## src/rtl/sound_event_arbiter.sv

```systemverilog
// -----------------------------------------------------------------------------
// sound_event_arbiter
//
// Upstream sequencer for the audio controller. It captures one-cycle game
// sound events into sticky pending bits, grants them by fixed priority
// (fall > spring > jump), and drives the controller's play request and clip
// select. After each clip it holds a silence gap before the next grant.
// Timeouts recover the block if the controller never starts or never
// finishes a clip.
//
// Parameters
//   GAP_CYCLES    idle cycles held after each clip ends (minimum 1)
//   START_TIMEOUT cycles allowed in START waiting for is_sound_playing
//   PLAY_TIMEOUT  cycles allowed in PLAY waiting for is_sound_done (24-bit)
//
// Ports
//   Clk              system clock
//   Reset            asynchronous, active-high reset
//   ev_jump          one-cycle pulse requesting the jump clip
//   ev_spring        one-cycle pulse requesting the spring clip
//   ev_fall          one-cycle pulse requesting the fall clip
//   mute             level; clears pending requests and blocks new grants
//   is_sound_playing from the controller, high while a clip plays
//   is_sound_done    from the controller, high when a clip has completed
//   play_sound       registered play request to the controller
//   clip_sel         0 none, 1 jump, 2 spring, 3 fall (ROM base-address mux)
//   busy             high in every state except IDLE
//   dropped          saturating count of coalesced events
//   err              saturating count of timeouts
// -----------------------------------------------------------------------------
module sound_event_arbiter #(
    parameter int unsigned GAP_CYCLES    = 1000,
    parameter int unsigned START_TIMEOUT = 1024,
    parameter int unsigned PLAY_TIMEOUT  = 16777215
) (
    input  logic       Clk,
    input  logic       Reset,
    input  logic       ev_jump,
    input  logic       ev_spring,
    input  logic       ev_fall,
    input  logic       mute,
    input  logic       is_sound_playing,
    input  logic       is_sound_done,
    output logic       play_sound,
    output logic [1:0] clip_sel,
    output logic       busy,
    output logic [7:0] dropped,
    output logic [7:0] err
);

    localparam int TIMER_W = 24;

    // Each wait state leaves on the edge where the timer holds limit-1, so
    // the state lasts exactly "limit" cycles.
    localparam logic [TIMER_W-1:0] GAP_LAST   = TIMER_W'(GAP_CYCLES - 1);
    localparam logic [TIMER_W-1:0] START_LAST = TIMER_W'(START_TIMEOUT - 1);
    localparam logic [TIMER_W-1:0] PLAY_LAST  = TIMER_W'(PLAY_TIMEOUT - 1);
    localparam logic [TIMER_W-1:0] TIMER_ONE  = TIMER_W'(1);

    typedef enum logic [1:0] {
        ST_IDLE  = 2'd0,
        ST_START = 2'd1,
        ST_PLAY  = 2'd2,
        ST_GAP   = 2'd3
    } state_t;

    state_t             state;
    logic [TIMER_W-1:0] timer;

    // Pending requests, one sticky bit per clip: [0] jump, [1] spring, [2] fall
    logic [2:0] pend;

    logic [2:0] ev_vec;
    logic [2:0] grant_vec;
    logic [1:0] grant_code;
    logic       grant_en;
    logic [2:0] pend_next;
    logic [2:0] drop_vec;

    // Number of set bits in a 3-bit vector (at most 3 coalesced events per cycle).
    function automatic logic [1:0] count_ones3(input logic [2:0] v);
        return {1'b0, v[0]} + {1'b0, v[1]} + {1'b0, v[2]};
    endfunction

    // Saturating 8-bit accumulate of a small increment.
    function automatic logic [7:0] sat_add8(input logic [7:0] a, input logic [1:0] n);
        logic [8:0] sum;
        sum = {1'b0, a} + {7'd0, n};
        return sum[8] ? 8'hFF : sum[7:0];
    endfunction

    // Saturating 8-bit increment.
    function automatic logic [7:0] sat_inc8(input logic [7:0] a);
        return (a == 8'hFF) ? a : a + 8'd1;
    endfunction

    // Grant decision and pending-bit update. A grant only happens in IDLE
    // while unmuted; the granted bit is cleared unless its own pulse arrives
    // in the same cycle, in which case the new request stays queued and is
    // not counted as coalesced.
    always_comb begin
        ev_vec     = {ev_fall, ev_spring, ev_jump};
        grant_en   = (state == ST_IDLE) && !mute && (pend != 3'b000);
        grant_vec  = 3'b000;
        grant_code = 2'd0;
        if (grant_en) begin
            if (pend[2]) begin
                grant_vec  = 3'b100;
                grant_code = 2'd3;
            end else if (pend[1]) begin
                grant_vec  = 3'b010;
                grant_code = 2'd2;
            end else begin
                grant_vec  = 3'b001;
                grant_code = 2'd1;
            end
        end

        // Mute discards everything, including events that would otherwise
        // have been counted as coalesced.
        if (mute) begin
            pend_next = 3'b000;
            drop_vec  = 3'b000;
        end else begin
            pend_next = ev_vec | (pend & ~grant_vec);
            drop_vec  = ev_vec & pend & ~grant_vec;
        end
    end

    always_ff @(posedge Clk or posedge Reset) begin
        if (Reset) begin
            pend    <= 3'b000;
            dropped <= 8'd0;
        end else begin
            pend    <= pend_next;
            dropped <= sat_add8(dropped, count_ones3(drop_vec));
        end
    end

    // Sequencer. Every output is registered and written alongside the state
    // transition that changes it; the timer restarts from 0 on each entry.
    always_ff @(posedge Clk or posedge Reset) begin
        if (Reset) begin
            state      <= ST_IDLE;
            timer      <= '0;
            play_sound <= 1'b0;
            clip_sel   <= 2'd0;
            busy       <= 1'b0;
            err        <= 8'd0;
        end else begin
            case (state)
                ST_IDLE: begin
                    timer <= '0;
                    if (grant_en) begin
                        state      <= ST_START;
                        play_sound <= 1'b1;
                        clip_sel   <= grant_code;
                        busy       <= 1'b1;
                    end
                end

                // is_sound_done is deliberately not looked at here: a done
                // level left over from the previous clip must not end this one.
                ST_START: begin
                    if (is_sound_playing) begin
                        state      <= ST_PLAY;
                        timer      <= '0;
                        play_sound <= 1'b0;
                    end else if (timer == START_LAST) begin
                        state      <= ST_GAP;
                        timer      <= '0;
                        play_sound <= 1'b0;
                        clip_sel   <= 2'd0;
                        err        <= sat_inc8(err);
                    end else begin
                        timer <= timer + TIMER_ONE;
                    end
                end

                ST_PLAY: begin
                    if (is_sound_done) begin
                        state    <= ST_GAP;
                        timer    <= '0;
                        clip_sel <= 2'd0;
                    end else if (timer == PLAY_LAST) begin
                        state    <= ST_GAP;
                        timer    <= '0;
                        clip_sel <= 2'd0;
                        err      <= sat_inc8(err);
                    end else begin
                        timer <= timer + TIMER_ONE;
                    end
                end

                ST_GAP: begin
                    if (timer == GAP_LAST) begin
                        state <= ST_IDLE;
                        timer <= '0;
                        busy  <= 1'b0;
                    end else begin
                        timer <= timer + TIMER_ONE;
                    end
                end

                default: begin
                    state      <= ST_IDLE;
                    timer      <= '0;
                    play_sound <= 1'b0;
                    clip_sel   <= 2'd0;
                    busy       <= 1'b0;
                end
            endcase
        end
    end

endmodule

```

## config.mk

```make
export PLATFORM = sky130hd
export DESIGN_NAME = sound_event_arbiter
export DESIGN_NICKNAME = d
export VERILOG_FILES = /design/src/rtl/sound_event_arbiter.sv
export SDC_FILE = /design/constraint.sdc
export NUM_CORES = 1
export LEC_CHECK = 0
export CAP_MARGIN = 20
export CORE_UTILIZATION = 53
export DETAILED_ROUTE_END_ITERATION = 7
export DONT_BUFFER_PORTS = 1
export PLACE_DENSITY = 0.76
export SYNTH_ARGS = -nofsm -noshare
export SYNTH_HDL_FRONTEND = slang
export SYNTH_SLANG_ARGS = --single-unit
```

## constraint.sdc

```tcl
create_clock -name Clk -period 5.2 [get_ports Clk]
set_input_delay 0.52 -clock Clk [delete_from_list [all_inputs] [get_ports Clk]]
set_output_delay 0.52 -clock Clk [all_outputs]
set_load 0.1 [all_outputs]
```

==> impl_metrics.ini <==
[floorplanning]
ios = 28
fp.dieH_um = 71.7
die_area_um2 = 5140
die_w_um = 71.7
core_area_um2 = 4500
initial_core_util_pct = 57.1
rows = 24

[worst_setup_path]
cp.depth = 12
cp_top_family = adder cells
max_stage_delay_ns = 0.52
critPathRequiredTime_ns = 5.38
r2r_end = dropped[5]$_DFF_PP0_
slowest_stage = fa_1
r2r_start = state[0]$_DFFE_PP0P_
cp-start-kind = flip-flop
path_cells = inv_1 -> ha_1 -> a21boi_0 -> nand3b_1 -> fa_1 -> inv_1 -> ha_1 -> fa_1 -> nand2_1 -> nor2_1 -> nand3_1 -> nand2_1
crit_start = state[0]$_DFFE_PP0P_
crit_buf_inv = 2
critical_path_class = flip-flop to flip-flop
path_max_fanout = 6
end_kind = flip-flop
worstPathArrival_ns = 3.21
r2r_cells = 12
rrSetupSlack_ns = 2.18
cp-endpoint = dropped[5]$_DFF_PP0_

[finish]
layout_common_cells = 49 x dfrtp_1, 42 x nor2_1, 23 x xor2_1, 21 x nand3_1, 14 x inv_1
final_cell_area_um2 = 2760
area_growth_pct = 7.24
nNetsFinal = 285
final_common_cell = dfrtp_1
antenna_cells = 0
final_cells = 318
drive_above_1_share_pct = 7.52

[clocking]
cts.hold.buffers_added = 0
htree_levels = 2
cts_tree = yes
root_buffer = clkbuf_8
clockBufferDepth = 2
cts.sinks = 49
cts_setup_buffers = 0
insertion_delay_ns = 0.30
numCtsBuffers = 5
clk_pin_slew_ns = 0.09
cts_resized = 0

[synthesis]
yosysWarningCount = 0
ys.flop_type = dfrtp_1
netlist_instances = 259
yosysUniqueCellTypes = 43
synth_seq_cells = 49
synth_area_per_cell_um2 = 9.94
seq_area_frac_synth_pct = 47.6
synth_enable_flop_cells = 0
syn_nets = 279
netlist_area_um2 = 2570
async_flop_share_pct = 100

[sta]
tns_ns = 0
fin_crit_ns = 3.02
slew_headroom_pct = 30.5
rsz0062_at_grt = false
worst_pin_slew_ns = 1.04
fin_skew_ns = 0.00570
hold_viol_final = 0
finalCritPeriodShare_pct = 58.2
setup_viol = 0
max_freq_mhz = 331
finalMaxSlewViolations = 0

[detailed_routing]
avgViaCountPerCell = 5.80
vias = 1844
drc = 0
drtAntennaViolNets = 0
first_pass_iters = 4
drt_iter0_drc = 112
wl_per_cell_um = 14.5
drt_wl_total_um = 4610

[power]
irDropWorstVdd_mv = 0.450
p_leak_nw = 1.24
total_power_mw = 1.60
power-per-cell-area_nw_per_um2 = 580

[placed_design]
gp_congestion = 0.864
placedCellCount = 309
place_area_um2 = 2630
hpwl_um = 3310
io_buffers = 0

[grt]
grt_max_degree = 50
grt_pass1_wl_um = 8180
grt_pass1_vias = 1828
antenna_found_initial = 0
gr-total-overflow = 0
grt_util_all_layers_pct = 20.4

[min_path]
hp-class = input port to async pin

[flow_run]
drv_cap = 0

[status]
status = completed
## cells in the mapped netlist (3+ instances only)
cell,instances,area (um2)
nand2_1,13,48.8
nor2_1,42,158
a21oi_1,5,25.0
ha_1,10,125
and3_1,6,37.5
o21ai_0,4,20.0
nor4_1,8,50.1
dfrtp_1,49,1230
nand4_1,5,31.3
or4_1,3,22.5
nand3_1,21,105
inv_1,15,56.3
xor2_1,23,201
xnor2_1,10,87.6
nor3_1,9,45.0
## worst min path at each step
| stage | from | end | cells past startpoint |
|---|---|---|---|
| finish | Reset | play_sound$_DFFE_PP0P_ | 1 |
| global route | Reset | play_sound$_DFFE_PP0P_ | 1 |
| CTS | mute | pend[1]$_DFF_PP0_ | 1 |
| detailed placement | timer[0]$_DFF_PP0_ | timer[0]$_DFF_PP0_ | 1 |
| global placement | timer[0]$_DFF_PP0_ | timer[0]$_DFF_PP0_ | 1 |
| floorplan | timer[0]$_DFF_PP0_ | timer[0]$_DFF_PP0_ | 1 |
## cell families (layout without fill, tap and decap cells)
logic type	Yosys count	count (layout)	synth area share (%)
simple gates	122	122	24.5
flops	49	49	47.6
xor+xnor	33	33	11.2
compound gates	22	22	5.93
buf+inv	17	24	2.58
fa+ha+maj	12	12	6.42
mux	4	4	1.70
## power breakdown
part	switching (mW)	total (mW)	internal [mW]
Clock	0.124	0.268	0.144
Sequential	0.494	0.941	0.447
Combinational	0.232	0.393	0.161
## per-layer routing
metal / track usage [%] / up-vias / routed length (um)
met1: 27.7 / 892 / 2240
met2: 31.7 / 35 / 2110
met3: 5.63 / 8 / 191
li1: - / 909 / -
met4: 7.41 / 0 / 71
met5: 0 / - / 0
## cell type report
type                            instances  area, um2
Tap cell                               52       65.1
Clock inverter                          2       38.8
Inverter                               15       56.3
Sequential cell                        49       1230
Multi-Input combinational cell        193       1280
Clock buffer                            6       72.6
Fill cell                             394       1740
Timing Repair Buffer                    1       20.0
## flip-flops by register name, indices dropped and copies added (netlist names)
signal      flops
timer          24
dropped         8
err             8
pend            3
clip_sel        2
state           2
busy            1
play_sound      1
## stage by stage
stage / hold WS [ns] / setup slack [ns] / utilization (%)
after floorplan: 0.455 / 2.41 / -
after global placement: 0.488 / 2.29 / 58.4
after detailed placement: 0.494 / 2.17 / 58.4
after CTS: 0.262 / 2.16 / 60.8
after global routing: 0.0501 / 1.87 / 61.3
final: 0.0387 / 2.18 / 61.3
Note: power is estimated with default switching activity, not from simulation.
